File: src/rtl/wallclock_pkg.sv
// ----------------------------------------------------------------------------
// wallclock_pkg
//   Shared definitions for the wall-clock time-setting front end:
//   - state_e     : edit state machine encoding (RUN, EDIT_HR, EDIT_MIN, COMMIT)
//   - HR_MAX/MIN_MAX : BCD upper limits of the hour and minute fields
//   - BLANK_*     : per-digit blank masks, ordered {hr_l, hr_r, min_l, min_r}
//   - bcd_in_range / bcd_inc / bcd_dec : two-digit BCD helpers that keep the
//     tens and units digits separate (no binary conversion)
// ----------------------------------------------------------------------------
package wallclock_pkg;

    typedef enum logic [1:0] {
        RUN      = 2'd0,
        EDIT_HR  = 2'd1,
        EDIT_MIN = 2'd2,
        COMMIT   = 2'd3
    } state_e;

    localparam logic [7:0] HR_MAX  = 8'h23;
    localparam logic [7:0] MIN_MAX = 8'h59;

    localparam logic [3:0] BLANK_NONE = 4'b0000;
    localparam logic [3:0] BLANK_HR   = 4'b1100;
    localparam logic [3:0] BLANK_MIN  = 4'b0011;

    // Both digits decimal and the pair not above the field limit. For valid
    // BCD the numeric order of the packed byte matches the decimal order.
    function automatic logic bcd_in_range(input logic [7:0] v, input logic [7:0] max);
        return (v[7:4] <= 4'd9) && (v[3:0] <= 4'd9) && (v <= max);
    endfunction

    function automatic logic [7:0] bcd_inc(input logic [7:0] v, input logic [7:0] max);
        if (v == max)
            return 8'h00;
        else if (v[3:0] == 4'd9)
            return {v[7:4] + 4'd1, 4'd0};
        else
            return {v[7:4], v[3:0] + 4'd1};
    endfunction

    function automatic logic [7:0] bcd_dec(input logic [7:0] v, input logic [7:0] max);
        if (v == 8'h00)
            return max;
        else if (v[3:0] == 4'd0)
            return {v[7:4] - 4'd1, 4'd9};
        else
            return {v[7:4], v[3:0] - 4'd1};
    endfunction

endpackage

File: src/rtl/time_set_ctrl_if.sv
// ----------------------------------------------------------------------------
// time_set_if
//   Valid/ready load channel from the time-setting front end to the
//   timekeeping counter.
//   set_valid            : load request, time on set_* is stable while high
//   set_ready            : timekeeper accepts the load
//   set_hr_l .. set_min_r: BCD time to load
//   modport master : the front end (drives valid and data)
//   modport slave  : the timekeeper (drives ready)
// ----------------------------------------------------------------------------
interface time_set_if;
    logic       set_valid;
    logic       set_ready;
    logic [3:0] set_hr_l;
    logic [3:0] set_hr_r;
    logic [3:0] set_min_l;
    logic [3:0] set_min_r;

    modport master (
        output set_valid,
        input  set_ready,
        output set_hr_l,
        output set_hr_r,
        output set_min_l,
        output set_min_r
    );

    modport slave (
        input  set_valid,
        output set_ready,
        input  set_hr_l,
        input  set_hr_r,
        input  set_min_l,
        input  set_min_r
    );
endinterface

File: src/rtl/button_debounce.sv
// ----------------------------------------------------------------------------
// button_debounce
//   One push button: 2-flop synchronizer, debounce counter and rising-edge
//   press pulse.
//   clk, rst_n : clock, asynchronous active-low reset
//   btn_i      : raw asynchronous button level
//   level_o    : debounced level
//   press_o    : one-cycle pulse on the cycle after the debounced rising edge
//   A held rising edge on btn_i gives press_o exactly DEBOUNCE_CYCLES+3
//   cycles later.
// ----------------------------------------------------------------------------
module button_debounce #(
    parameter int DEBOUNCE_CYCLES = 2_000_000
) (
    input  logic clk,
    input  logic rst_n,
    input  logic btn_i,
    output logic level_o,
    output logic press_o
);

    localparam int CNT_W = (DEBOUNCE_CYCLES > 1) ? $clog2(DEBOUNCE_CYCLES) : 1;
    localparam logic [CNT_W-1:0] CNT_LAST = CNT_W'(DEBOUNCE_CYCLES - 1);

    logic             sync1_q, sync2_q;
    logic             level_q, level_d;
    logic             level_dly_q;
    logic             press_q, press_d;
    logic [CNT_W-1:0] cnt_q, cnt_d;

    // The level only flips after the synchronized input has disagreed with it
    // for DEBOUNCE_CYCLES cycles in a row; a single agreeing cycle restarts.
    always_comb begin
        level_d = level_q;
        cnt_d   = '0;
        if (sync2_q != level_q) begin
            if (cnt_q == CNT_LAST) begin
                level_d = sync2_q;
            end else begin
                cnt_d = cnt_q + 1'b1;
            end
        end
        press_d = level_q & ~level_dly_q;
    end

    always_ff @(posedge clk or negedge rst_n) begin
        if (!rst_n) begin
            sync1_q     <= 1'b0;
            sync2_q     <= 1'b0;
            level_q     <= 1'b0;
            level_dly_q <= 1'b0;
            press_q     <= 1'b0;
            cnt_q       <= '0;
        end else begin
            sync1_q     <= btn_i;
            sync2_q     <= sync1_q;
            level_q     <= level_d;
            level_dly_q <= level_q;
            press_q     <= press_d;
            cnt_q       <= cnt_d;
        end
    end

    assign level_o = level_q;
    assign press_o = press_q;

endmodule

File: src/rtl/time_set_ctrl.sv
// ----------------------------------------------------------------------------
// time_set_ctrl
//   Button-driven time-setting front end for the wall clock. Debounces the
//   mode/up/down buttons, runs the hour/minute edit state machine, and loads
//   the edited BCD time into the timekeeper over a valid/ready handshake.
//
//   CLK100MHZ, RESETN : clock, asynchronous active-low reset
//   button[2:0]       : raw buttons, [0]=mode [1]=up [2]=down
//   cur_*             : current BCD time from the timekeeper
//   set_if (master)   : load channel, set_valid/set_ready + BCD time
//   editing           : high in any edit or commit state
//   blank_mask        : per-digit blank {hr_l,hr_r,min_l,min_r}; flashes the
//                       field being edited
//
//   Build option: define TIME_SET_AUTOREPEAT_EN to generate repeat up/down
//   pulses while the button stays held in an edit state (first after
//   REPEAT_DELAY_CYCLES, then every REPEAT_PERIOD_CYCLES). Without it each
//   press yields exactly one step and the REPEAT_* parameters are unused.
//
//   set_* always mirror the edit registers; they are only meaningful to the
//   timekeeper while set_valid is high, and nothing changes them in COMMIT.
// ----------------------------------------------------------------------------
module time_set_ctrl
    import wallclock_pkg::*;
#(
    parameter int DEBOUNCE_CYCLES      = 2_000_000,
    parameter int BLINK_CYCLES         = 25_000_000,
    parameter int TIMEOUT_CYCLES       = 1_000_000_000,
    parameter int REPEAT_DELAY_CYCLES  = 50_000_000,
    parameter int REPEAT_PERIOD_CYCLES = 10_000_000
) (
    input  logic               CLK100MHZ,
    input  logic               RESETN,
    input  logic [2:0]         button,
    input  logic [3:0]         cur_hr_l,
    input  logic [3:0]         cur_hr_r,
    input  logic [3:0]         cur_min_l,
    input  logic [3:0]         cur_min_r,
    time_set_if.master         set_if,
    output logic               editing,
    output logic [3:0]         blank_mask
);

    localparam int TO_W = (TIMEOUT_CYCLES > 1) ? $clog2(TIMEOUT_CYCLES) : 1;
    localparam int BL_W = (BLINK_CYCLES > 1) ? $clog2(BLINK_CYCLES) : 1;
    localparam logic [TO_W-1:0] TO_LAST = TO_W'(TIMEOUT_CYCLES - 1);
    localparam logic [BL_W-1:0] BL_LAST = BL_W'(BLINK_CYCLES - 1);

    logic [2:0] btn_level;
    logic [2:0] btn_press;

    for (genvar i = 0; i < 3; i++) begin : g_db
        button_debounce #(
            .DEBOUNCE_CYCLES (DEBOUNCE_CYCLES)
        ) u_db (
            .clk     (CLK100MHZ),
            .rst_n   (RESETN),
            .btn_i   (button[i]),
            .level_o (btn_level[i]),
            .press_o (btn_press[i])
        );
    end

    state_e          state_q, state_d;
    logic [7:0]      hr_q, hr_d;
    logic [7:0]      min_q, min_d;
    logic [TO_W-1:0] to_cnt_q, to_cnt_d;
    logic [BL_W-1:0] bl_cnt_q, bl_cnt_d;
    logic            bl_hide_q, bl_hide_d;

    logic mode_p, up_p, down_p;
    logic in_edit, next_in_edit, enter_edit;
    logic any_press, timeout_hit;
    logic step_up, step_down;
    logic unused_ok;

    assign in_edit = (state_q == EDIT_HR) || (state_q == EDIT_MIN);
    assign mode_p  = btn_press[0];

`ifdef TIME_SET_AUTOREPEAT_EN
    localparam int RP_MAX = (REPEAT_DELAY_CYCLES > REPEAT_PERIOD_CYCLES) ?
                            REPEAT_DELAY_CYCLES : REPEAT_PERIOD_CYCLES;
    localparam int RP_W   = (RP_MAX > 1) ? $clog2(RP_MAX) : 1;
    localparam logic [RP_W-1:0] RP_DELAY_LAST  = RP_W'(REPEAT_DELAY_CYCLES - 1);
    localparam logic [RP_W-1:0] RP_PERIOD_LAST = RP_W'(REPEAT_PERIOD_CYCLES - 1);

    // Index 0 = up, 1 = down. rp_arm_q selects between the initial hold
    // delay and the steady repeat period.
    logic [1:0][RP_W-1:0] rp_cnt_q, rp_cnt_d;
    logic [1:0]           rp_arm_q, rp_arm_d;
    logic [1:0]           rp_fire;

    always_comb begin
        for (int i = 0; i < 2; i++) begin
            rp_fire[i]  = 1'b0;
            rp_arm_d[i] = rp_arm_q[i];
            rp_cnt_d[i] = rp_cnt_q[i] + 1'b1;
            if (!in_edit || !btn_level[i+1] || btn_press[i+1]) begin
                rp_cnt_d[i] = '0;
                rp_arm_d[i] = 1'b0;
            end else if (!rp_arm_q[i] && rp_cnt_q[i] == RP_DELAY_LAST) begin
                rp_fire[i]  = 1'b1;
                rp_cnt_d[i] = '0;
                rp_arm_d[i] = 1'b1;
            end else if (rp_arm_q[i] && rp_cnt_q[i] == RP_PERIOD_LAST) begin
                rp_fire[i]  = 1'b1;
                rp_cnt_d[i] = '0;
            end
        end
    end

    always_ff @(posedge CLK100MHZ or negedge RESETN) begin
        if (!RESETN) begin
            rp_cnt_q <= '0;
            rp_arm_q <= '0;
        end else begin
            rp_cnt_q <= rp_cnt_d;
            rp_arm_q <= rp_arm_d;
        end
    end

    assign up_p      = btn_press[1] | rp_fire[0];
    assign down_p    = btn_press[2] | rp_fire[1];
    assign unused_ok = btn_level[0];
`else
    assign up_p      = btn_press[1];
    assign down_p    = btn_press[2];
    assign unused_ok = (^btn_level) ^ (REPEAT_DELAY_CYCLES > REPEAT_PERIOD_CYCLES);
`endif

    // Simultaneous up and down cancel; mode takes priority over both.
    assign step_up     = up_p & ~down_p;
    assign step_down   = down_p & ~up_p;
    assign any_press   = mode_p | up_p | down_p;
    assign timeout_hit = in_edit && !any_press && (to_cnt_q == TO_LAST);

    always_comb begin
        state_d = state_q;
        hr_d    = hr_q;
        min_d   = min_q;
        case (state_q)
            RUN: begin
                if (mode_p) begin
                    // Out-of-range input from the timekeeper is replaced by 00
                    // so the edit registers never hold invalid BCD.
                    hr_d    = bcd_in_range({cur_hr_l, cur_hr_r}, HR_MAX) ?
                              {cur_hr_l, cur_hr_r} : 8'h00;
                    min_d   = bcd_in_range({cur_min_l, cur_min_r}, MIN_MAX) ?
                              {cur_min_l, cur_min_r} : 8'h00;
                    state_d = EDIT_HR;
                end
            end
            EDIT_HR: begin
                if (timeout_hit)
                    state_d = RUN;
                else if (mode_p)
                    state_d = EDIT_MIN;
                else if (step_up)
                    hr_d = bcd_inc(hr_q, HR_MAX);
                else if (step_down)
                    hr_d = bcd_dec(hr_q, HR_MAX);
            end
            EDIT_MIN: begin
                if (timeout_hit)
                    state_d = RUN;
                else if (mode_p)
                    state_d = COMMIT;
                else if (step_up)
                    min_d = bcd_inc(min_q, MIN_MAX);
                else if (step_down)
                    min_d = bcd_dec(min_q, MIN_MAX);
            end
            COMMIT: begin
                if (set_if.set_ready)
                    state_d = RUN;
            end
            default: state_d = RUN;
        endcase
    end

    assign next_in_edit = (state_d == EDIT_HR) || (state_d == EDIT_MIN);
    assign enter_edit   = next_in_edit && (state_d != state_q);

    always_comb begin
        if (!in_edit || any_press || timeout_hit)
            to_cnt_d = '0;
        else
            to_cnt_d = to_cnt_q + 1'b1;

        // Blink restarts visible on every field change so the newly selected
        // field is shown before it first flashes.
        bl_cnt_d  = bl_cnt_q + 1'b1;
        bl_hide_d = bl_hide_q;
        if (!next_in_edit || enter_edit) begin
            bl_cnt_d  = '0;
            bl_hide_d = 1'b0;
        end else if (bl_cnt_q == BL_LAST) begin
            bl_cnt_d  = '0;
            bl_hide_d = ~bl_hide_q;
        end
    end

    always_ff @(posedge CLK100MHZ or negedge RESETN) begin
        if (!RESETN) begin
            state_q   <= RUN;
            hr_q      <= 8'h00;
            min_q     <= 8'h00;
            to_cnt_q  <= '0;
            bl_cnt_q  <= '0;
            bl_hide_q <= 1'b0;
        end else begin
            state_q   <= state_d;
            hr_q      <= hr_d;
            min_q     <= min_d;
            to_cnt_q  <= to_cnt_d;
            bl_cnt_q  <= bl_cnt_d;
            bl_hide_q <= bl_hide_d;
        end
    end

    // Outputs decode straight from reset flops so RESETN clears them at once.
    always_comb begin
        blank_mask = BLANK_NONE;
        if (bl_hide_q) begin
            if (state_q == EDIT_HR)
                blank_mask = BLANK_HR;
            else if (state_q == EDIT_MIN)
                blank_mask = BLANK_MIN;
        end
    end

    assign editing          = (state_q != RUN);
    assign set_if.set_valid = (state_q == COMMIT);
    assign set_if.set_hr_l  = hr_q[7:4];
    assign set_if.set_hr_r  = hr_q[3:0];
    assign set_if.set_min_l = min_q[7:4];
    assign set_if.set_min_r = min_q[3:0];

endmodule

File: src/flat_wrapper.sv
// flat-port wrapper written by rule: the top's interface ports become plain ports
module time_set_ctrl_flat import wallclock_pkg::*;
#(
    parameter int DEBOUNCE_CYCLES      = 2_000_000,
    parameter int BLINK_CYCLES         = 25_000_000,
    parameter int TIMEOUT_CYCLES       = 1_000_000_000,
    parameter int REPEAT_DELAY_CYCLES  = 50_000_000,
    parameter int REPEAT_PERIOD_CYCLES = 10_000_000
)
  (CLK100MHZ, RESETN, button, cur_hr_l, cur_hr_r, cur_min_l, cur_min_r, editing, blank_mask, set_if_set_valid, set_if_set_ready, set_if_set_hr_l, set_if_set_hr_r, set_if_set_min_l, set_if_set_min_r);
  time_set_if set_if_i ();
  input  logic CLK100MHZ;
  input  logic RESETN;
  input  logic [2:0] button;
  input  logic [3:0] cur_hr_l;
  input  logic [3:0] cur_hr_r;
  input  logic [3:0] cur_min_l;
  input  logic [3:0] cur_min_r;
  output logic editing;
  output logic [3:0] blank_mask;
  output wire logic [$bits(set_if_i.set_valid)-1:0] set_if_set_valid;
  input wire logic [$bits(set_if_i.set_ready)-1:0] set_if_set_ready;
  output wire logic [$bits(set_if_i.set_hr_l)-1:0] set_if_set_hr_l;
  output wire logic [$bits(set_if_i.set_hr_r)-1:0] set_if_set_hr_r;
  output wire logic [$bits(set_if_i.set_min_l)-1:0] set_if_set_min_l;
  output wire logic [$bits(set_if_i.set_min_r)-1:0] set_if_set_min_r;
  assign set_if_set_valid = set_if_i.set_valid;
  assign set_if_i.set_ready = set_if_set_ready;
  assign set_if_set_hr_l = set_if_i.set_hr_l;
  assign set_if_set_hr_r = set_if_i.set_hr_r;
  assign set_if_set_min_l = set_if_i.set_min_l;
  assign set_if_set_min_r = set_if_i.set_min_r;
  time_set_ctrl #(.DEBOUNCE_CYCLES(DEBOUNCE_CYCLES), .BLINK_CYCLES(BLINK_CYCLES), .TIMEOUT_CYCLES(TIMEOUT_CYCLES), .REPEAT_DELAY_CYCLES(REPEAT_DELAY_CYCLES), .REPEAT_PERIOD_CYCLES(REPEAT_PERIOD_CYCLES)) u_core (.CLK100MHZ(CLK100MHZ), .RESETN(RESETN), .button(button), .cur_hr_l(cur_hr_l), .cur_hr_r(cur_hr_r), .cur_min_l(cur_min_l), .cur_min_r(cur_min_r), .set_if(set_if_i), .editing(editing), .blank_mask(blank_mask));
endmodule
File: config.mk
export PLATFORM = sky130hd
export DESIGN_NAME = time_set_ctrl_flat
export DESIGN_NICKNAME = d
export VERILOG_FILES = /design/src/rtl/wallclock_pkg.sv /design/src/rtl/time_set_ctrl_if.sv /design/src/rtl/button_debounce.sv /design/src/rtl/time_set_ctrl.sv /design/src/flat_wrapper.sv
export SDC_FILE = /design/constraint.sdc
export NUM_CORES = 1
export LEC_CHECK = 0
export CAP_MARGIN = 25
export CELL_PAD_IN_SITES_DETAIL_PLACEMENT = 2
export CELL_PAD_IN_SITES_GLOBAL_PLACEMENT = 2
export CORE_MARGIN = 1.5
export CORE_UTILIZATION = 30
export CTS_CLUSTER_SIZE = 8
export DETAILED_ROUTE_END_ITERATION = 10
export PLACE_DENSITY = 0.68
export SYNTH_ARGS = -nofsm -noshare
export SYNTH_HDL_FRONTEND = slang
export SYNTH_SLANG_ARGS = --single-unit
File: constraint.sdc
create_clock -name CLK100MHZ -period 7.1 [get_ports CLK100MHZ]
set_clock_uncertainty 0.15 [all_clocks]
set_input_delay 1.42 -clock CLK100MHZ [delete_from_list [all_inputs] [get_ports CLK100MHZ]]
set_output_delay 1.42 -clock CLK100MHZ [all_outputs]
set_load 0.005 [all_outputs]
==> flow_metrics.py <==
metrics = {
    "synth": {
        "synth_top_area_share_pct": 45.37,
        "synthArstFlopShare_pct": 100.0,
        "synth_edf_count": 0,
        "synth_seq_cells": 152,
        "synth_cell_type_count": 71,
        "ys_warn_count": 0,
        "synth_top_area_cell": "dfrtp_1",
        "synth_cells": 854,
        "synth.avg_cell_area_um2": 9.816,
        "syn_area_mm2": 0.008383,
        "synthTopCellsByArea": "dfrtp_1, xor2_1, nor2_1",
        "synthFlopType": "dfrtp_1",
        "yosysSeqAreaShare_pct": 45.37,
        "synthesis.nets": 901,
    },
    "cells_and_area": {
        "drive_gt1_share_pct": 9.635,
        "design_area_mm2": 0.009779,
        "stdcell_count": 1281,
        "n_antenna_cell": 0,
        "final_util_pct": 35.40,
        "mostFrequentLayoutCell": "dfrtp_1",
        "nNetsFinal": 937,
        "nFillCells": 3019,
        "mostFrequentLayoutCells": "dfrtp_1, nor2_1, xor2_1",
        "areaGrowthSynthToFinish_pct": 16.66,
    },
    "critical_path": {
        "path_max_fanout": 10,
        "required_ns": 5.53,
        "cp-end-kind": "output pin",
        "crit_slowest_cell": "clkdlybuf4s50_1",
        "crit_chain": "inv_1 -> ha_1 -> and2_1 -> clkdlybuf4s50_1",
        "cp.arrival_ns": 2.22,
        "slowest_delay_ns": 0.50,
        "worst-path-buf-inv": 2,
        "critical_path_class": "flip-flop to output pin",
        "start_kind": "flip-flop",
        "cp_top_family": "buffers and inverters",
    },
    "cts": {
        "cts_buffers": 17,
        "clk_latency_ns": 0.43,
        "ctsResizeCount": 0,
        "cts_hold_buf": 0,
        "clock-sinks": 152,
        "clockBufferDepth": 2,
        "cts_tree": "yes",
        "cts_setup_buffers": 0,
        "h-tree-depth": 4,
        "clock-root-buffer": "clkbuf_16",
        "clk_pin_slew_worst_paths_ns": 0.07,
    },
    "place": {
        "place_area_mm2": 0.009189,
        "globalplace.congestion": 0.7627,
        "portBuffers": 43,
        "dp_hpwl_um": 14150,
        "dpl.cell_count": 1249,
    },
    "drt": {
        "drt_wl_total_um": 20960,
        "drt-pass1-iter-count": 4,
        "routed_via_density": 5.009,
        "ant_nets": 0,
        "via_count": 6417,
        "wire_per_inst_um": 16.36,
        "drc": 0,
        "first_iter_violations": 267,
    },
    "pwr": {
        "ir_drop_v": 0.0001425,
        "p_per_area_mw_per_mm2": 190.2,
        "p_leak_uw": 0.003894,
    },
    "timing": {
        "rsz0062_at_grt": "no",
        "hold_viol": 0,
        "period_minus_slack_ns": 3.786,
        "fin_crit_sh_pct": 53.33,
        "tns_ns": 0,
        "relSlewSlack_pct": 37.68,
        "fmax_mhz": 264.1,
        "slew_violations": 0,
        "setup_viol": 0,
        "worst_pin_slew_ns": 0.9262,
    },
    "floorplanning": {
        "start_util_pct": 30.34,
        "chipHeight_um": 170.2,
        "row_count": 61,
        "dieArea_mm2": 0.02895,
        "core_area_mm2": 0.02763,
        "ioPinCount": 44,
        "die_w_um": 170.2,
    },
    "job": {
        "drv_cap": 0,
    },
    "global_routing": {
        "grt_pass1_wl_um": 36450,
        "grt_overflow_total": 0,
        "antenna_found_initial": 0,
        "grt_util_all_layers_pct": 15.52,
        "grt_max_degree": 94,
        "grt_pass1_vias": 7039,
    },
    "worst_hold_path": {
        "hp-class": "flip-flop to flip-flop",
    },
    "status": {
        "status": "completed",
    },
}
==> report_power, final <==
part           internal (µW)  switching [µW]
clock                    511             404
combinational           24.4            39.4
sequential               873            8.47
total                   1410             452
==> Yosys cell counts, drive strengths merged, types with 5 or more instances <==
| cell | number |
|---|---|
| nand3 | 53 |
| or2 | 8 |
| inv | 24 |
| and2 | 5 |
| xor2 | 71 |
| buf | 14 |
| dfrtp | 152 |
| a21oi | 10 |
| nor2 | 118 |
| ha | 25 |
| o21ai | 18 |
| o21a | 5 |
| nor2b | 10 |
| and4 | 13 |
| mux2i | 7 |
| clkbuf | 16 |
| nand2 | 57 |
| nor3 | 50 |
| and3 | 17 |
| xnor2 | 41 |
| a32oi | 5 |
| a221oi | 5 |
| nor4 | 19 |
| nand4 | 35 |
==> through the flow <==
stage	setup slack [ns]	hold WS [ns]	power, µW
detailed placement	3.217	0.1984	964.5
global route	3.178	0.2259	1939
finish	3.314	0.2108	1860
CTS	3.256	0.2132	1898
floorplan	4.177	0.1812	919.9
global placement	3.077	0.1832	962.8
==> sequential cells by signal, summed over array words and instances (netlist names) <==
signal	cells
u_core.hr_q	8
u_core.min_q	8
u_core.g_db.u_db.sync1_q	3
u_core.to_cnt_q	30
u_core.bl_cnt_q	25
u_core.bl_hide_q	1
u_core.g_db.u_db.cnt_q	63
u_core.g_db.u_db.level_dly_q	3
u_core.g_db.u_db.level_o	3
u_core.state_q	2
u_core.g_db.u_db.sync2_q	3
u_core.g_db.u_db.press_o	3
==> cells by family after synthesis <==
logic type               Yosys count  synth area share, %
adder cells (fa/ha/maj)           25                3.731
multiplexers                      11                1.522
flip-flops                       152                45.37
AND/OR/NAND/NOR                  417                27.21
AO/OA/AOI/OAI                     83                7.373
buffers and inverters             54                3.090
XOR/XNOR                         112                11.70
==> metal layers <==
metal / global-route usage [%] / part of all wire (%) / up-vias
li1: - / - / 3087
met1: 20.84 / 49 / 3259
met2: 26.03 / 48 / 57
met3: 2.558 / 1.9 / 14
met4: 3.732 / 0.76 / 0
met5: 0 / 0 / -
==> area by class of cell <==
class | count | area (µm²) | share of cell area (%)
multi-input cells | 648 | 4320 | 44.18
flip-flops and latches | 152 | 3804 | 38.89
repair buffers | 47 | 501.7 | 5.130
well taps | 378 | 473.0 | 4.836
clock buffers | 19 | 452.9 | 4.632
clock inverters | 13 | 137.6 | 1.407
inverters | 24 | 90.09 | 0.9212
==> worst paths after layout <==
path	startpoint	endpoint	slack (ns)	cells past startpoint
setup reg to reg	u_core.state_q[0]	u_core.bl_cnt_q[24]	3.95	7
hold reg to reg	u_core.g_db[1].u_db.sync1_q	u_core.g_db[1].u_db.sync2_q	0.21	0
setup / recovery	u_core.state_q[1]	blank_mask[3]	3.31	4
min in group asynchronous	RESETN	u_core.g_db[2].u_db.cnt_q[12]	0.91	1
max in group asynchronous	RESETN	u_core.hr_q[1]	4.48	2
hold / removal	u_core.g_db[1].u_db.sync1_q	u_core.g_db[1].u_db.sync2_q	0.21	0
Note: power is estimated with default switching activity, not from simulation.
